===== src/rtl/dino_pkg.sv =====
// Shared types and constants for the obstacle field: FSM states, LFSR seed/taps,
// default sprite size and a small range helper used by the sprite ROM.
package dino_pkg;

    typedef enum logic [1:0] {
        IDLE  = 2'd0,
        RUN   = 2'd1,
        CRASH = 2'd2
    } state_e;

    localparam logic [15:0] LFSR_SEED = 16'hACE1;
    // Fibonacci taps 16,14,13,11 expressed as bit positions 15,13,12,10
    localparam logic [15:0] LFSR_TAPS = 16'hB400;

    localparam int SPR_W_DEF = 60;
    localparam int SPR_H_DEF = 58;

    function automatic logic [15:0] lfsr_next(input logic [15:0] v);
        return {v[14:0], ^(v & LFSR_TAPS)};
    endfunction

    function automatic logic in_rng(input int v, input int lo, input int hi);
        return (v >= lo) && (v <= hi);
    endfunction

endpackage


===== src/rtl/obstacle_sprite_rom.sv =====
// Combinational cactus bitmap; bit index = x + y*SPR_W with bit 0 at the top-left.
module obstacle_sprite_rom
    import dino_pkg::*;
#(
    parameter int  SPR_W = SPR_W_DEF,
    parameter int  SPR_H = SPR_H_DEF,
    localparam int IDX_W = $clog2(SPR_W * SPR_H)
) (
    input  logic [IDX_W-1:0] addr,
    output logic             data
);

    int x_s;
    int y_s;

    // Decode the linear index into x/y and test it against the cactus shape
    always_comb begin
        y_s = int'(addr) / SPR_W;
        x_s = int'(addr) % SPR_W;
        if (y_s >= SPR_H) begin
            data = 1'b0;
        end else begin
            data = in_rng(x_s, 24, 35)
                 | (in_rng(x_s, 6, 11)  & in_rng(y_s, 10, 35))
                 | (in_rng(x_s, 6, 23)  & in_rng(y_s, 30, 35))
                 | (in_rng(x_s, 48, 53) & in_rng(y_s, 5, 30))
                 | (in_rng(x_s, 36, 53) & in_rng(y_s, 25, 30));
        end
    end

endmodule


===== src/rtl/obstacle_field.sv =====
// Scrolling obstacle slots with LFSR-spaced spawning and a registered pixel output.
// Optional collision detection is enabled by defining OBSTACLE_COLLIDE_EN.
module obstacle_field
    import dino_pkg::*;
#(
    parameter int  N_OBS    = 3,
    parameter int  SPR_W    = SPR_W_DEF,
    parameter int  SPR_H    = SPR_H_DEF,
    parameter int  Y_TOP    = 344,
    parameter int  H_VIS    = 640,
    parameter int  MIN_GAP  = 40,
    parameter int  GAP_MASK = 63,
    localparam int CNT_W    = $clog2(N_OBS + 1)
) (
    input  logic             clk,
    input  logic             RESET,
    input  logic             START,
    input  logic             game_status,
    input  logic             fresh,
    input  logic [3:0]       speed,
    input  logic [8:0]       row_addr,
    input  logic [9:0]       col_addr,
    input  logic             dino_px,
    output logic             px,
    output logic             hit,
    output logic [CNT_W-1:0] pass_cnt
);

    localparam int          IDX_W      = $clog2(SPR_W * SPR_H);
    localparam logic [11:0] HVIS_C     = 12'(H_VIS);
    localparam logic [11:0] HEND_C     = 12'(H_VIS + SPR_W);
    localparam logic [11:0] YTOP_C     = 12'(Y_TOP);
    localparam logic [11:0] YEND_C     = 12'(Y_TOP + SPR_H);
    localparam logic [15:0] MIN_GAP_C  = 16'(MIN_GAP);
    localparam logic [15:0] GAP_MASK_C = 16'(GAP_MASK);
    localparam logic [15:0] SPR_W_C    = 16'(SPR_W);

    state_e             state_r, next_state_s;
    logic               fresh_q_r, tick_s, tick_run_s, enter_run_s;
    logic [N_OBS-1:0]   active_r, retire_s, free_s, spawn_s, in_s, rom_bit_s;
    logic [10:0]        pos_r [N_OBS];
    logic [11:0]        sum_s [N_OBS];
    logic [11:0]        sx_s  [N_OBS];
    logic [IDX_W-1:0]   idx_s [N_OBS];
    logic [11:0]        row_s;
    logic               found_s, spawn_due_s, px_r, hit_r, hit_set_s;
    logic [CNT_W-1:0]   retire_cnt_s, pass_cnt_r;
    logic [15:0]        gap_r, gap_dec_s, reload_s, lfsr_r;

    assign tick_s     = fresh_q_r & ~fresh;
    assign tick_run_s = tick_s & (state_r == RUN);

    // Frame strobe delay for falling-edge detection
    always_ff @(posedge clk) begin
        if (RESET) fresh_q_r <= 1'b0;
        else       fresh_q_r <= fresh;
    end

    // Next-state decode; entering RUN from any other state restarts the run
    always_comb begin
        next_state_s = state_r;
        case (state_r)
            IDLE:    if (START) next_state_s = RUN;   else next_state_s = IDLE;
            RUN:     if (!game_status || hit_set_s) next_state_s = CRASH; else next_state_s = RUN;
            CRASH:   if (START) next_state_s = RUN;   else next_state_s = CRASH;
            default: next_state_s = IDLE;
        endcase
        enter_run_s = (state_r != RUN) && (next_state_s == RUN);
    end

    // State register
    always_ff @(posedge clk) begin
        if (RESET) state_r <= IDLE;
        else       state_r <= next_state_s;
    end

    // Per-slot motion, retirement and lowest-free spawn selection
    always_comb begin
        retire_cnt_s = '0;
        found_s      = 1'b0;
        for (int i = 0; i < N_OBS; i++) begin
            sum_s[i]    = {1'b0, pos_r[i]} + {8'd0, speed};
            retire_s[i] = active_r[i] & (sum_s[i] >= HEND_C);
            free_s[i]   = ~active_r[i] | retire_s[i];
            retire_cnt_s = retire_cnt_s + CNT_W'(retire_s[i]);
            if (free_s[i] && !found_s) begin
                spawn_s[i] = 1'b1;
                found_s    = 1'b1;
            end else begin
                spawn_s[i] = 1'b0;
            end
        end
        gap_dec_s   = (gap_r == 16'd0) ? 16'd0 : gap_r - 16'd1;
        spawn_due_s = (gap_dec_s == 16'd0);
        reload_s    = MIN_GAP_C + (lfsr_r & GAP_MASK_C);
    end

    // Slot, gap counter, LFSR and retire-count registers
    always_ff @(posedge clk) begin
        if (RESET) begin
            active_r   <= '0;
            for (int i = 0; i < N_OBS; i++) pos_r[i] <= 11'd0;
            gap_r      <= MIN_GAP_C;
            lfsr_r     <= LFSR_SEED;
            pass_cnt_r <= '0;
        end else if (enter_run_s) begin
            active_r   <= '0;
            for (int i = 0; i < N_OBS; i++) pos_r[i] <= 11'd0;
            gap_r      <= MIN_GAP_C;
            pass_cnt_r <= '0;
        end else if (tick_run_s) begin
            for (int i = 0; i < N_OBS; i++) begin
                if (spawn_due_s && spawn_s[i]) begin
                    active_r[i] <= 1'b1;
                    pos_r[i]    <= 11'd0;
                end else if (retire_s[i]) begin
                    active_r[i] <= 1'b0;
                end else if (active_r[i]) begin
                    pos_r[i]    <= sum_s[i][10:0];
                end else begin
                    pos_r[i]    <= pos_r[i];
                end
            end
            // With every slot busy the counter parks at zero and retries next tick
            if (spawn_due_s) gap_r <= found_s ? reload_s : 16'd0;
            else             gap_r <= gap_dec_s;
            lfsr_r     <= lfsr_next(lfsr_r);
            pass_cnt_r <= retire_cnt_s;
        end else begin
            pass_cnt_r <= '0;
        end
    end

    // Sprite window test and ROM address for each slot
    always_comb begin
        row_s = {3'd0, row_addr};
        for (int i = 0; i < N_OBS; i++) begin
            sx_s[i]  = {2'd0, col_addr} + {1'b0, pos_r[i]};
            in_s[i]  = active_r[i] & (row_s >= YTOP_C) & (row_s < YEND_C)
                     & (sx_s[i] >= HVIS_C) & (sx_s[i] < HEND_C);
            idx_s[i] = IDX_W'(16'(sx_s[i] - HVIS_C) + 16'(row_s - YTOP_C) * SPR_W_C);
        end
    end

    for (genvar g = 0; g < N_OBS; g++) begin : g_slot
        obstacle_sprite_rom #(.SPR_W(SPR_W), .SPR_H(SPR_H)) u_rom (
            .addr (idx_s[g]),
            .data (rom_bit_s[g])
        );
    end

    // Registered pixel; blank while idle, frozen slots stay visible after a crash
    always_ff @(posedge clk) begin
        if (RESET)                px_r <= 1'b0;
        else if (state_r == IDLE) px_r <= 1'b0;
        else                      px_r <= |(in_s & rom_bit_s);
    end

`ifdef OBSTACLE_COLLIDE_EN
    logic dino_q_r;

    // Dinosaur pixel delayed to line up with the registered obstacle pixel
    always_ff @(posedge clk) begin
        if (RESET) dino_q_r <= 1'b0;
        else       dino_q_r <= dino_px;
    end

    assign hit_set_s = (state_r == RUN) & px_r & dino_q_r;
`else
    logic unused_dino_s;
    assign unused_dino_s = dino_px;
    assign hit_set_s     = 1'b0;
`endif

    // Sticky collision flag, cleared when a new run begins
    always_ff @(posedge clk) begin
        if (RESET)            hit_r <= 1'b0;
        else if (enter_run_s) hit_r <= 1'b0;
        else if (hit_set_s)   hit_r <= 1'b1;
        else                  hit_r <= hit_r;
    end

    assign px       = px_r;
    assign hit      = hit_r;
    assign pass_cnt = pass_cnt_r;

endmodule


===== config.mk =====
export PLATFORM = sky130hd
export DESIGN_NAME = obstacle_field
export DESIGN_NICKNAME = d
export VERILOG_FILES = /design/src/rtl/dino_pkg.sv /design/src/rtl/obstacle_sprite_rom.sv /design/src/rtl/obstacle_field.sv
export SDC_FILE = /design/constraint.sdc
export NUM_CORES = 1
export LEC_CHECK = 0
export ABC_AREA = 0
export BUFFER_PORTS_ARGS = -buffer_cell sky130_fd_sc_hd__buf_2
export CAP_MARGIN = 10
export CORE_ASPECT_RATIO = 1.2
export CORE_MARGIN = 2
export CORE_UTILIZATION = 30
export DETAILED_ROUTE_END_ITERATION = 7
export PLACE_DENSITY_LB_ADDON = 0.08
export SYNTH_ARGS = -nofsm -noshare
export SYNTH_HDL_FRONTEND = slang
export SYNTH_HIERARCHICAL = 1
export SYNTH_SLANG_ARGS = --single-unit

===== constraint.sdc =====
create_clock -name clk -period 9.5 [get_ports clk]
set_clock_uncertainty 0.1 [all_clocks]
set_input_delay 0.95 -clock clk [delete_from_list [all_inputs] [get_ports clk]]
set_output_delay 0.95 -clock clk [all_outputs]
set_load 0.05 [all_outputs]

==> results.py <==
metrics = {
    "timing": {
        "fin_crit_sh_pct": 95.5,
        "final-max-slew-violation-count": 0,
        "relSlewSlack_pct": 25.9,
        "worst_case_hold_slack_ps": 356,
        "worst_slew_pin_slew_ps": 1100,
        "layout_min_cycle_time_ps": 9070,
        "finalSetupViolCount": 0,
        "timing_hold_violations_final": 0,
        "timing.fmax_ghz": 0.110,
    },
    "global_routing": {
        "grt_pass1_vias": 10757,
        "grt_overflow": 0,
        "grt_pass1_wl_mm": 56.9,
        "grt_usage_pct": 17.1,
        "initial_antenna_violation_count": 2,
        "grt_start_max_net_pins": 38,
    },
    "placement": {
        "place_congestion": 0.787,
        "place.detailed.hpwl_mm": 28.5,
        "number_of_port_buffers": 30,
    },
    "critical_path": {
        "largest_fanout_on_the_critical_path": 6,
        "top_cell_by_count_worst_path": "buf_4",
        "max_stage_delay_ps": 560,
        "timing.critical_path.slowest_stage_cell": "fa_1",
        "critPathCaptureType": "flip-flop",
        "start_kind": "primary input",
        "path_class": "primary input to flip-flop",
        "critPathRequiredTime_ps": 9690,
        "cp_data_arrival_time_ps": 9260,
    },
    "die": {
        "core_area_um2": 38900,
        "design.die.area_um2": 41300,
        "rows": 79,
        "start_util_pct": 30.6,
        "fp.dieH_um": 222,
        "io_pins": 33,
        "die_width_um": 186,
    },
    "cts": {
        "cts.reportedPaths.clkPinSlew_ps": 60,
        "cts_buffers": 9,
        "clock-root-buffer": "clkbuf_16",
        "cts_max_path_buffers": 2,
        "worst_skew_pair.late_latency_ps": 350,
        "ctsHoldBuffers": 0,
        "tritoncts": "yes",
        "cts_sinks": 74,
        "ctsHtreeMaxLevel": 3,
    },
    "synthesis": {
        "post_synth_instance_area_um2": 11900,
        "ys_ff_latch": 74,
        "dominantRegCellSynth": "dfxtp_1",
        "synth_largest_type_area_fraction_pct": 11.7,
        "netlist-cell-type-count": 127,
        "synth_cells": 1490,
        "synth-seq-area-share_pct": 15.2,
        "netlist.top_cell.by_area": "ha_1",
        "synth-edff-count": 33,
        "count_of_yosys_warnings_during_synthesis": 6,
        "synthArstFlopShare_pct": 0,
        "synth_top_cells_by_area": "ha_1, edfxtp_1, dfxtp_1",
        "postSynthAreaPerCell_um2": 7.99,
    },
    "cells_and_area": {
        "area_delta_synth_final_pct": 15.5,
        "register_area_um2": 1810,
        "antenna_cells": 0,
        "utilization_pct": 35.3,
        "final_net_count": 1744,
        "multiInputGateArea_um2": 9690,
        "layout-drive-gt1-share_pct": 19.6,
        "fillCellCount": 4191,
    },
    "route": {
        "total_drc_errors_in_the_routed_layout": 0,
        "detail_route.first_pass.iterations": 4,
        "detailedRoute.firstIterationViolations": 451,
        "num_vias": 11165,
        "wirelength_mm": 35.1,
        "vias_per_cell": 5.28,
        "m1WireLength_mm": 16.4,
        "ant_nets": 0,
        "top_layer_used": "met5",
        "routed-wl-met3_um": 528,
        "wl_met2_mm": 17.5,
        "routed_wire_length_per_instance_um": 16.6,
    },
    "run_status": {
        "outcome": "complete, no violations",
    },
    "hold_path": {
        "hold_path_class": "flip-flop to flip-flop",
    },
    "run": {
        "cap_viol_max_count": 0,
    },
}
[timing repair]
item                                   in CTS  in global routing
endpoints found under the hold margin       0                  0
setup endpoints to repair                   0                  1
setup buffers                               0                  3
resized for setup                           0                 49
[Yosys cell counts, drive strengths merged, types with 7 or more instances]
cell	instances
o21a	12
o21ai	80
and3	27
xnor2	82
dfxtp	41
and2	12
a31o	8
o22ai	15
and4	7
a211oi	26
a31oi	17
o221ai	7
clkbuf	20
a21o	31
nand2	122
buf	30
ha	111
nand4	18
a211o	15
a21boi	9
fa	21
xor2	21
nor2b	32
o211ai	16
nand2b	24
o31ai	11
or3	10
mux2i	20
nor3	40
o31a	9
nor4	13
a21oi	129
or2	22
edfxtp	33
nand3	59
o21bai	13
inv	99
nor2	121
mux2	8
[critical path, delay by kind of cell]
kind	cells	cell delay, ps
mux	2	480
buf+inv	8	1090
compound gates	13	2060
xor+xnor	4	710
fa+ha+maj	7	2730
simple gates	9	1240
[final cells by class]
type                            instances  area share, %
Clock buffer                           11           1.77
Clock inverter                          5          0.382
Inverter                              100           2.73
Multi-Input combinational cell       1268           70.5
Sequential cell                        74           13.2
Tap cell                              526           4.79
Timing Repair Buffer                  130           6.67
[routing by layer]
metal	vias to the layer above	GRT usage (%)
li1	5686	-
met1	5356	22.3
met2	94	30.1
met3	27	1.36
met4	2	3.99
met5	-	0
[cell usage in the layout, fill, tap and decap left out, drive strengths merged, types with 7 or more instances in the layout]
cell type,netlist,final
a21oi,129,129
a31o,8,8
a31oi,17,17
a211o,15,15
or2,22,22
or3,10,10
inv,99,100
mux2,8,8
ha,111,111
nand2b,24,24
o21bai,13,13
a21o,31,31
o211ai,16,16
nor2b,32,32
nand4,18,18
and2,12,12
nor3,40,40
nand3,59,59
nor4,13,13
and4,7,7
o31ai,11,11
o31a,9,9
nand2,122,122
edfxtp,33,33
and3,27,27
a211oi,26,26
a21boi,9,9
o22ai,15,15
o21ai,80,80
xor2,21,21
buf,30,130
nor2,121,121
o21a,12,12
dfxtp,41,41
o221ai,7,7
mux2i,20,20
fa,21,21
clkbuf,20,11
xnor2,82,82
[metrics by stage]
step           cells  setup TNS, ps  area [um^2]  setup slack (ps)
5_1_grt         2114          -7.91        13700             -7.91
3_3_place_gp    2095          -68.2        13200             -68.2
4_1_cts         2111              0        13500               249
6_report        2114              0        13700               429
3_5_place_dp    2095          -86.9        13200             -86.9
2_1_floorplan   1492              0        11900               866
[cell families after synthesis]
logic type | count (synthesis) | synth area share (%)
and+or+nand+nor | 535 | 24.1
adders and majority gates | 138 | 15.8
buffers and inverters | 150 | 5.75
xor gates and xnor gates | 103 | 8.08
DFF | 74 | 15.2
muxes | 28 | 2.90
AOI/OAI and AO/OA | 461 | 28.2
other | 1 | 0.0315
[final timing paths]
path	slack, ps	endpoint	cells past startpoint	startpoint
max	430	px$_SDFF_PP0_	43	row_addr[2]
max reg2reg	1170	px$_SDFF_PP0_	41	pos_r[2][0]$_SDFFCE_PN0P_
min	360	lfsr_r[12]$_SDFFE_PP0P_	2	lfsr_r[11]$_SDFFE_PP1P_
min reg2reg	360	lfsr_r[12]$_SDFFE_PP0P_	2	lfsr_r[11]$_SDFFE_PP1P_
[state kept, by name (all words and copies together) (netlist names)]
register	flops
active_r	3
state_r	2
pass_cnt	2
fresh_q_r	1
px	1
gap_r	16
pos_r	33
lfsr_r	16
Power is left out: the tool's default activity adds up to more than one toggle a clock period on the data nets, which glitch-free logic cannot reach.
